<file path="config.mk">
export PLATFORM = sky130hd
export DESIGN_NAME = gmii_rx_deframer_flat
export DESIGN_NICKNAME = d
export VERILOG_FILES = /design/src/rtl/gmii_rx_deframer_if.sv /design/src/rtl/gmii_rx_deframer.sv /design/src/flat_wrapper.sv
export SDC_FILE = /design/constraint.sdc
export NUM_CORES = 1
export LEC_CHECK = 0
export CAP_MARGIN = 10
export CORE_UTILIZATION = 25
export CTS_BUF_LIST = sky130_fd_sc_hd__clkbuf_4
export CTS_CLUSTER_SIZE = 40
export DETAILED_ROUTE_END_ITERATION = 7
export DONT_BUFFER_PORTS = 1
export PLACE_DENSITY_LB_ADDON = 0.1
export SLEW_MARGIN = 15
export SYNTH_ARGS = -nofsm -noshare
export SYNTH_HDL_FRONTEND = slang
export SYNTH_SLANG_ARGS = --single-unit
</file>
<file path="constraint.sdc">
create_clock -name rx_clk -period 3.45 [get_ports rx_clk]
set_input_delay 0.8625 -clock rx_clk [delete_from_list [all_inputs] [get_ports rx_clk]]
set_output_delay 0.8625 -clock rx_clk [all_outputs]
set_load 0.01 [all_outputs]
</file>
<file path="src/rtl/gmii_rx_deframer_if.sv">
// Output-side byte stream of the GMII receive deframer: srdy/drdy handshake
// carrying one frame byte plus its SOP/EOP code per transfer.
interface gmii_rx_deframer_if;
  logic       p_srdy;
  logic       p_drdy;
  logic [7:0] p_data;
  logic [1:0] p_code;

  modport master (
    output p_srdy,
    output p_data,
    output p_code,
    input  p_drdy
  );

  modport slave (
    input  p_srdy,
    input  p_data,
    input  p_code,
    output p_drdy
  );
endinterface

</file>
<file path="src/rtl/gmii_rx_deframer.sv">
// GMII receive deframer: strips preamble/SFD/FCS, checks CRC-32 and length, and queues
// frame bytes tagged SOP/EOP-good/EOP-bad. Define GMII_RX_STATS_EN to add good/bad frame counters.
module gmii_rx_deframer #(
  parameter int FIFO_DEPTH = 16,
  parameter int MIN_LEN    = 64,
  parameter int MAX_LEN    = 1518
) (
  input  logic               rx_clk,
  input  logic               reset_n,
  input  logic               rx_dv,
  input  logic [7:0]         rxd,
  gmii_rx_deframer_if.master p_if
`ifdef GMII_RX_STATS_EN
  ,
  output logic [15:0]        good_cnt,
  output logic [15:0]        bad_cnt
`endif
);

  localparam int AW = $clog2(FIFO_DEPTH);
  localparam int PW = AW + 1;

  localparam logic [1:0]  CODE_DATA   = 2'b00;
  localparam logic [1:0]  CODE_SOP    = 2'b01;
  localparam logic [1:0]  CODE_GOOD   = 2'b10;
  localparam logic [1:0]  CODE_BAD    = 2'b11;
  localparam logic [31:0] CRC_POLY    = 32'hEDB88320;
  localparam logic [31:0] CRC_INIT    = 32'hFFFFFFFF;
  localparam logic [31:0] CRC_RESIDUE = 32'hDEBB20E3;

  typedef enum logic [1:0] {
    IDLE = 2'd0,
    PRE  = 2'd1,
    DATA = 2'd2,
    DROP = 2'd3
  } state_t;

  function automatic logic [31:0] crc32_byte(input logic [31:0] crc, input logic [7:0] d);
    logic [31:0] c;
    c = crc;
    for (int i = 0; i < 8; i++) begin
      if (c[0] ^ d[i]) begin
        c = {1'b0, c[31:1]} ^ CRC_POLY;
      end else begin
        c = {1'b0, c[31:1]};
      end
    end
    return c;
  endfunction

  state_t          state_q, state_d;
  logic [4:0][7:0] dl_q;
  logic [10:0]     len_q;
  logic [31:0]     crc_q;
  logic            dv_prev_q;
  logic            abort_q, abort_d;
  logic [PW-1:0]   wr_ptr_q, wr_ptr_d;
  logic [PW-1:0]   rd_ptr_q, rd_ptr_d;
  logic            srdy_q, srdy_d;
  logic [9:0]      head_q, head_d;
  logic [9:0]      mem_q [FIFO_DEPTH];

  logic            start_s;
  logic            shift_s;
  logic            frm_wr_s;
  logic [1:0]      frm_code_s;
  logic            short_s;
  logic            good_s;
  logic            rd_s;
  logic            full_s;
  logic            room_s;
  logic            ovf_s;
  logic            mark_s;
  logic            we_s;
  logic [9:0]      wr_ent_s;

  assign good_s = (crc_q == CRC_RESIDUE) && (len_q >= 11'(MIN_LEN)) && (len_q <= 11'(MAX_LEN));

  // A write into a full FIFO still lands if the head is being read on the same edge.
  assign rd_s     = srdy_q && p_if.p_drdy;
  assign full_s   = (wr_ptr_q ^ rd_ptr_q) == {1'b1, {AW{1'b0}}};
  assign room_s   = !full_s || rd_s;
  assign ovf_s    = frm_wr_s && !room_s;
  assign mark_s   = abort_q && !frm_wr_s && room_s;
  assign we_s     = (frm_wr_s && room_s) || mark_s;
  assign wr_ent_s = mark_s ? {CODE_BAD, 8'h00} : {frm_code_s, dl_q[4]};
  assign rd_ptr_d = rd_ptr_q + {{AW{1'b0}}, rd_s};
  assign wr_ptr_d = wr_ptr_q + {{AW{1'b0}}, we_s};

  always_ff @(posedge rx_clk or negedge reset_n) begin
    if (!reset_n) begin
      state_q <= IDLE;
    end else begin
      state_q <= state_d;
    end
  end

  // dv_prev_q resets high so a frame already on the wire at reset release is dropped.
  always_comb begin
    state_d = state_q;
    case (state_q)
      IDLE: begin
        if (rx_dv) begin
          if ((rxd == 8'h55) && !dv_prev_q && !abort_q) state_d = PRE;
          else                                           state_d = DROP;
        end else begin
          state_d = IDLE;
        end
      end
      PRE: begin
        if (!rx_dv)              state_d = IDLE;
        else if (rxd == 8'h55)   state_d = PRE;
        else if (rxd == 8'hD5)   state_d = DATA;
        else                     state_d = DROP;
      end
      DATA: begin
        if (!rx_dv)     state_d = IDLE;
        else if (ovf_s) state_d = DROP;
        else            state_d = DATA;
      end
      DROP: begin
        if (!rx_dv) state_d = IDLE;
        else        state_d = DROP;
      end
      default: state_d = IDLE;
    endcase
  end

  // dl_q[4] is the byte just past the 4-byte FCS window; it is released only once the
  // next byte proves it is not the last data byte, or as EOP when rx_dv falls.
  always_comb begin
    start_s    = 1'b0;
    shift_s    = 1'b0;
    frm_wr_s   = 1'b0;
    frm_code_s = CODE_DATA;
    short_s    = 1'b0;
    case (state_q)
      PRE: start_s = rx_dv && (rxd == 8'hD5);
      DATA: begin
        if (rx_dv) begin
          shift_s = 1'b1;
          if (len_q >= 11'd5) begin
            frm_wr_s   = 1'b1;
            frm_code_s = (len_q == 11'd5) ? CODE_SOP : CODE_DATA;
          end else begin
            frm_wr_s = 1'b0;
          end
        end else if (len_q >= 11'd5) begin
          frm_wr_s   = 1'b1;
          frm_code_s = good_s ? CODE_GOOD : CODE_BAD;
        end else begin
          short_s = 1'b1;
        end
      end
      default: start_s = 1'b0;
    endcase
  end

  always_comb begin
    abort_d = abort_q;
    if (ovf_s) begin
      abort_d = 1'b1;
    end else if (mark_s) begin
      abort_d = 1'b0;
    end else begin
      abort_d = abort_q;
    end
  end

  // Registered FIFO head: a write into the slot becoming head bypasses the memory.
  always_comb begin
    srdy_d = 1'b0;
    head_d = head_q;
    if (rd_ptr_d != wr_ptr_d) begin
      srdy_d = 1'b1;
      if (we_s && (rd_ptr_d == wr_ptr_q)) begin
        head_d = wr_ent_s;
      end else begin
        head_d = mem_q[rd_ptr_d[AW-1:0]];
      end
    end else begin
      srdy_d = 1'b0;
      head_d = head_q;
    end
  end

  always_ff @(posedge rx_clk or negedge reset_n) begin
    if (!reset_n) begin
      dl_q      <= '0;
      len_q     <= 11'd0;
      crc_q     <= CRC_INIT;
      dv_prev_q <= 1'b1;
      abort_q   <= 1'b0;
      wr_ptr_q  <= {PW{1'b0}};
      rd_ptr_q  <= {PW{1'b0}};
      srdy_q    <= 1'b0;
      head_q    <= 10'd0;
    end else begin
      dv_prev_q <= rx_dv;
      abort_q   <= abort_d;
      wr_ptr_q  <= wr_ptr_d;
      rd_ptr_q  <= rd_ptr_d;
      srdy_q    <= srdy_d;
      head_q    <= head_d;
      if (start_s) begin
        dl_q  <= '0;
        len_q <= 11'd0;
        crc_q <= CRC_INIT;
      end else if (shift_s) begin
        dl_q  <= {dl_q[3:0], rxd};
        crc_q <= crc32_byte(crc_q, rxd);
        if (len_q != 11'h7FF) len_q <= len_q + 11'd1;
      end
    end
  end

  always_ff @(posedge rx_clk) begin
    if (we_s) mem_q[wr_ptr_q[AW-1:0]] <= wr_ent_s;
  end

  assign p_if.p_srdy = srdy_q;
  assign p_if.p_data = head_q[7:0];
  assign p_if.p_code = head_q[9:8];

`ifdef GMII_RX_STATS_EN
  logic [15:0] good_q;
  logic [15:0] bad_q;

  // Frames that write nothing (length <= 4) still count as bad.
  always_ff @(posedge rx_clk or negedge reset_n) begin
    if (!reset_n) begin
      good_q <= 16'd0;
      bad_q  <= 16'd0;
    end else begin
      if (we_s && (wr_ent_s[9:8] == CODE_GOOD) && (good_q != 16'hFFFF)) good_q <= good_q + 16'd1;
      if (((we_s && (wr_ent_s[9:8] == CODE_BAD)) || short_s) && (bad_q != 16'hFFFF)) bad_q <= bad_q + 16'd1;
    end
  end

  assign good_cnt = good_q;
  assign bad_cnt  = bad_q;
`endif

endmodule

</file>
<file path="src/flat_wrapper.sv">
// flat-port wrapper written by rule: the top's interface ports become plain ports
module gmii_rx_deframer_flat 
#(
  parameter int FIFO_DEPTH = 16,
  parameter int MIN_LEN    = 64,
  parameter int MAX_LEN    = 1518
)
  (rx_clk, reset_n, rx_dv, rxd, p_if_p_srdy, p_if_p_data, p_if_p_code, p_if_p_drdy);
  gmii_rx_deframer_if p_if_i ();
  input  logic rx_clk;
  input  logic reset_n;
  input  logic rx_dv;
  input  logic [7:0] rxd;
  output wire logic [$bits(p_if_i.p_srdy)-1:0] p_if_p_srdy;
  output wire logic [$bits(p_if_i.p_data)-1:0] p_if_p_data;
  output wire logic [$bits(p_if_i.p_code)-1:0] p_if_p_code;
  input wire logic [$bits(p_if_i.p_drdy)-1:0] p_if_p_drdy;
  assign p_if_p_srdy = p_if_i.p_srdy;
  assign p_if_p_data = p_if_i.p_data;
  assign p_if_p_code = p_if_i.p_code;
  assign p_if_i.p_drdy = p_if_p_drdy;
  gmii_rx_deframer #(.FIFO_DEPTH(FIFO_DEPTH), .MIN_LEN(MIN_LEN), .MAX_LEN(MAX_LEN)) u_core (.rx_clk(rx_clk), .reset_n(reset_n), .rx_dv(rx_dv), .rxd(rxd), .p_if(p_if_i));
endmodule
</file>
==> impl_metrics.toml <==
[outcome]
status = "finished, violations left"
violations = "DRC"

[grt]
grt_max_degree = 109
grt_remaining_overflow = 0
grt_pass1_vias = 7514
grt_pass1_wl_um = 47000
track_usage = 0.132
antenna_found_initial = 3

[cts]
postCtsSetupBuffers = 0
clk_latency_ns = 0.77
h-tree-depth = 3
cts_root_buf = "clkbuf_4"
cts_tree = "done"
clock_path_buffers = 3
cts.sinks = 268
clk_pin_slew_ns = 0.06
numCtsBuffers = 80

[die]
die_w_um = 220
core-area_um2 = 46800
ioPinCount = 23
std_cell_rows = 79
die-area_um2 = 48500
initial_utilization = 0.254
die_h_um = 220

[route]
vias = 7086
remaining_drc_errors = 4
wl_um = 30400
dr.pass1.iters = 7
wl_per_cell_um = 18.9
drtIter0Drc = 425
postRouteAntennaNets = 0
via_per_inst = 4.41

[setup_path]
endpoint_kind = "flop"
r2r-end = "u_core.head_q[0]"
cp.arrival_ns = 3.70
r2r_start = "u_core.rd_ptr_q[2]"
critPathLaunchType = "flop"
setup.worst_path.end = "u_core.head_q[0]"
path_cells = "xor2_1 > nor4_1 > buf_4 > nand3_1 > a21boi_2 > ha_1 > ha_1 > xor2_1 > nor4b_2 > nand4bb_1 > buf_4 > nor2_1 > a31oi_1"
cp_slowest_cell = "dfrtp_1"
crit_type = "reg2reg"
r2r_cells = 13
crit_fanout = 18
startpoint = "u_core.rd_ptr_q[2]"
reg2reg_slack_ns = 0.36
max_stage_delay_ns = 0.40
critPathRequiredTime_ns = 4.06

[yosys]
synth_cell_types = 53
synthesis.area_um2 = 11900
synthFlopType = "edfxtp_1"
synth_edf_count = 160
syn_inst = 851
avgSynthCellArea_um2 = 14.0
synthArstFlopShare = 0.403
synthTopCellsByCount = "160 x edfxtp_1, 125 x nand2_1, 75 x dfrtp_1, 45 x xnor2_1, 43 x nor2_1"
yosys.area.top_type = "edfxtp_1"
yosysMostFrequentCell = "edfxtp_1"
ys_seq_area_frac = 0.634
ys_top_cells_by_area = "edfxtp_1 40%, dfrtp_1 16%, mux4_2 7.8%"
syn_nets = 870
yosysTopAreaCellShare = 0.404
synth_warnings = 0
ys_ff_latch = 268

[sta]
skew_ns = 0.0461
fmax_mhz = 323
max_slew_margin = 0.313
min_period_ns = 3.09
rsz0062_at_grt = "false"
setup_viol = 0
worst_pin_slew_ns = 1.02
setup_ws_ns = 0.358
finalHoldViolations = 0
finalCritPeriodShare = 0.896
drv_slew = 0
finalSetupTns_ns = 0

[cells_and_area]
area_growth_pct = 17.3
nNetsFinal = 951
nFillCells = 4735
drive_above_1_share = 0.268

[place]
place_ws_ns = 0.253
gp_congestion = 0.698
numPortBuffers = 0
hpwl_um = 19000

[power_and_ir_drop]
p_leak_uw = 0.00512
ir_worst_vdd_uv = 432
p_per_area_nw_per_um2 = 985

[job]
cap_violations = 0

[min_path]
hold_class = "in2reg"
[per-layer routing]
metal / part of all wire / GRT usage / vias up
met5: 0.00056 / 0 / -
met4: 0.029 / 0.0600 / 2
met3: 0.045 / 0.0335 / 69
met2: 0.46 / 0.201 / 156
met1: 0.46 / 0.177 / 3515
li1: - / - / 3344
[worst max-delay path: cells and delay by family (launching register included)]
family / cells / cell delay, ns
AND/OR/NAND/NOR: 5 / 0.99
adder cells (fa/ha/maj): 2 / 0.53
buffers and inverters: 2 / 0.41
flip-flops: 1 / 0.40
XOR/XNOR: 2 / 0.35
AO/OA/AOI/OAI: 2 / 0.28
[where the power goes]
part | switching (µW) | internal [µW] | leakage (µW)
sequential | 552 | 4260 | 0.00277
clock | 1440 | 1670 | 0.000597
combinational | 3030 | 2800 | 0.00176
[layout by cell type (no fill, tap or decap), types with 10 or more instances in the layout]
cell type and instances:
nand3_1 23, dfstp_2 33, dfrtp_1 75, mux2i_1 18, and2_1 10, nand2_1 125, buf_4 36, mux4_2 41
a31oi_1 10, o21ai_0 38, xor2_1 33, a21oi_1 23, edfxtp_1 160, xnor2_1 45, o21ai_1 12, clkinv_1 23
clkbuf_4 114, nor3_1 20, nor2_1 42
[logic make-up after synthesis]
logic type | share of synthesized area
xor+xnor | 0.0903
compound gates | 0.0537
fa+ha+maj | 0.00736
simple gates | 0.0998
buf+inv | 0.0216
flops | 0.634
mux | 0.0928
[cell type report]
class                   count  area (µm²)  share of cell area
repair buffers             44         418              0.0299
well taps                 607         759              0.0544
multi-input cells         529        4160               0.298
diodes                      5        12.5            0.000896
clock inverters            29         170              0.0122
inverters                   9        33.8             0.00242
flip-flops and latches    268        7550               0.541
clock buffers             114         856              0.0613
[how the worst min path moves through the flow]
stage / end / from / depth (start not counted)
global route: u_core.state_q[0] / rx_dv / 1
finish: u_core.dl_q[7] / rxd[7] / 2
floorplan: u_core.dl_q[10] / u_core.dl_q[2] / 2
global placement: u_core.dl_q[18] / u_core.dl_q[10] / 2
CTS: u_core.state_q[0] / rx_dv / 1
detailed placement: u_core.dl_q[35] / u_core.dl_q[27] / 2
[repair_timing]
| action | in CTS | in global routing |
|---|---|---|
| resized for setup | 0 | 1 |
| setup endpoints to repair | 0 | 5 |
| hold buffers | 3 | 0 |
| endpoints found under the hold margin | 109 | 0 |
[per-stage QoR]
step | util | total power [µW] | std cells | hold WS, ns | instance area [µm²]
2_1_floorplan | - | 9050 | 851 | 0.450 | 11900
3_3_place_gp | 0.275 | 10900 | 1454 | 0.463 | 12900
3_5_place_dp | 0.275 | 10800 | 1454 | 0.465 | 12900
4_1_cts | 0.298 | 14100 | 1600 | 0.119 | 13900
5_1_grt | 0.299 | 14800 | 1604 | 0.139 | 14000
6_report | 0.299 | 13800 | 1605 | 0.242 | 14000
[state kept, by name (all words and copies together) (netlist names), 2 cells and up]
register         cells
u_core.crc_q        32
u_core.dl_q         40
u_core.head_q       10
u_core.len_q        11
u_core.mem_q       160
u_core.rd_ptr_q      5
u_core.state_q       2
u_core.wr_ptr_q      5
No activity file was read; power rests on OpenSTA's default activity.
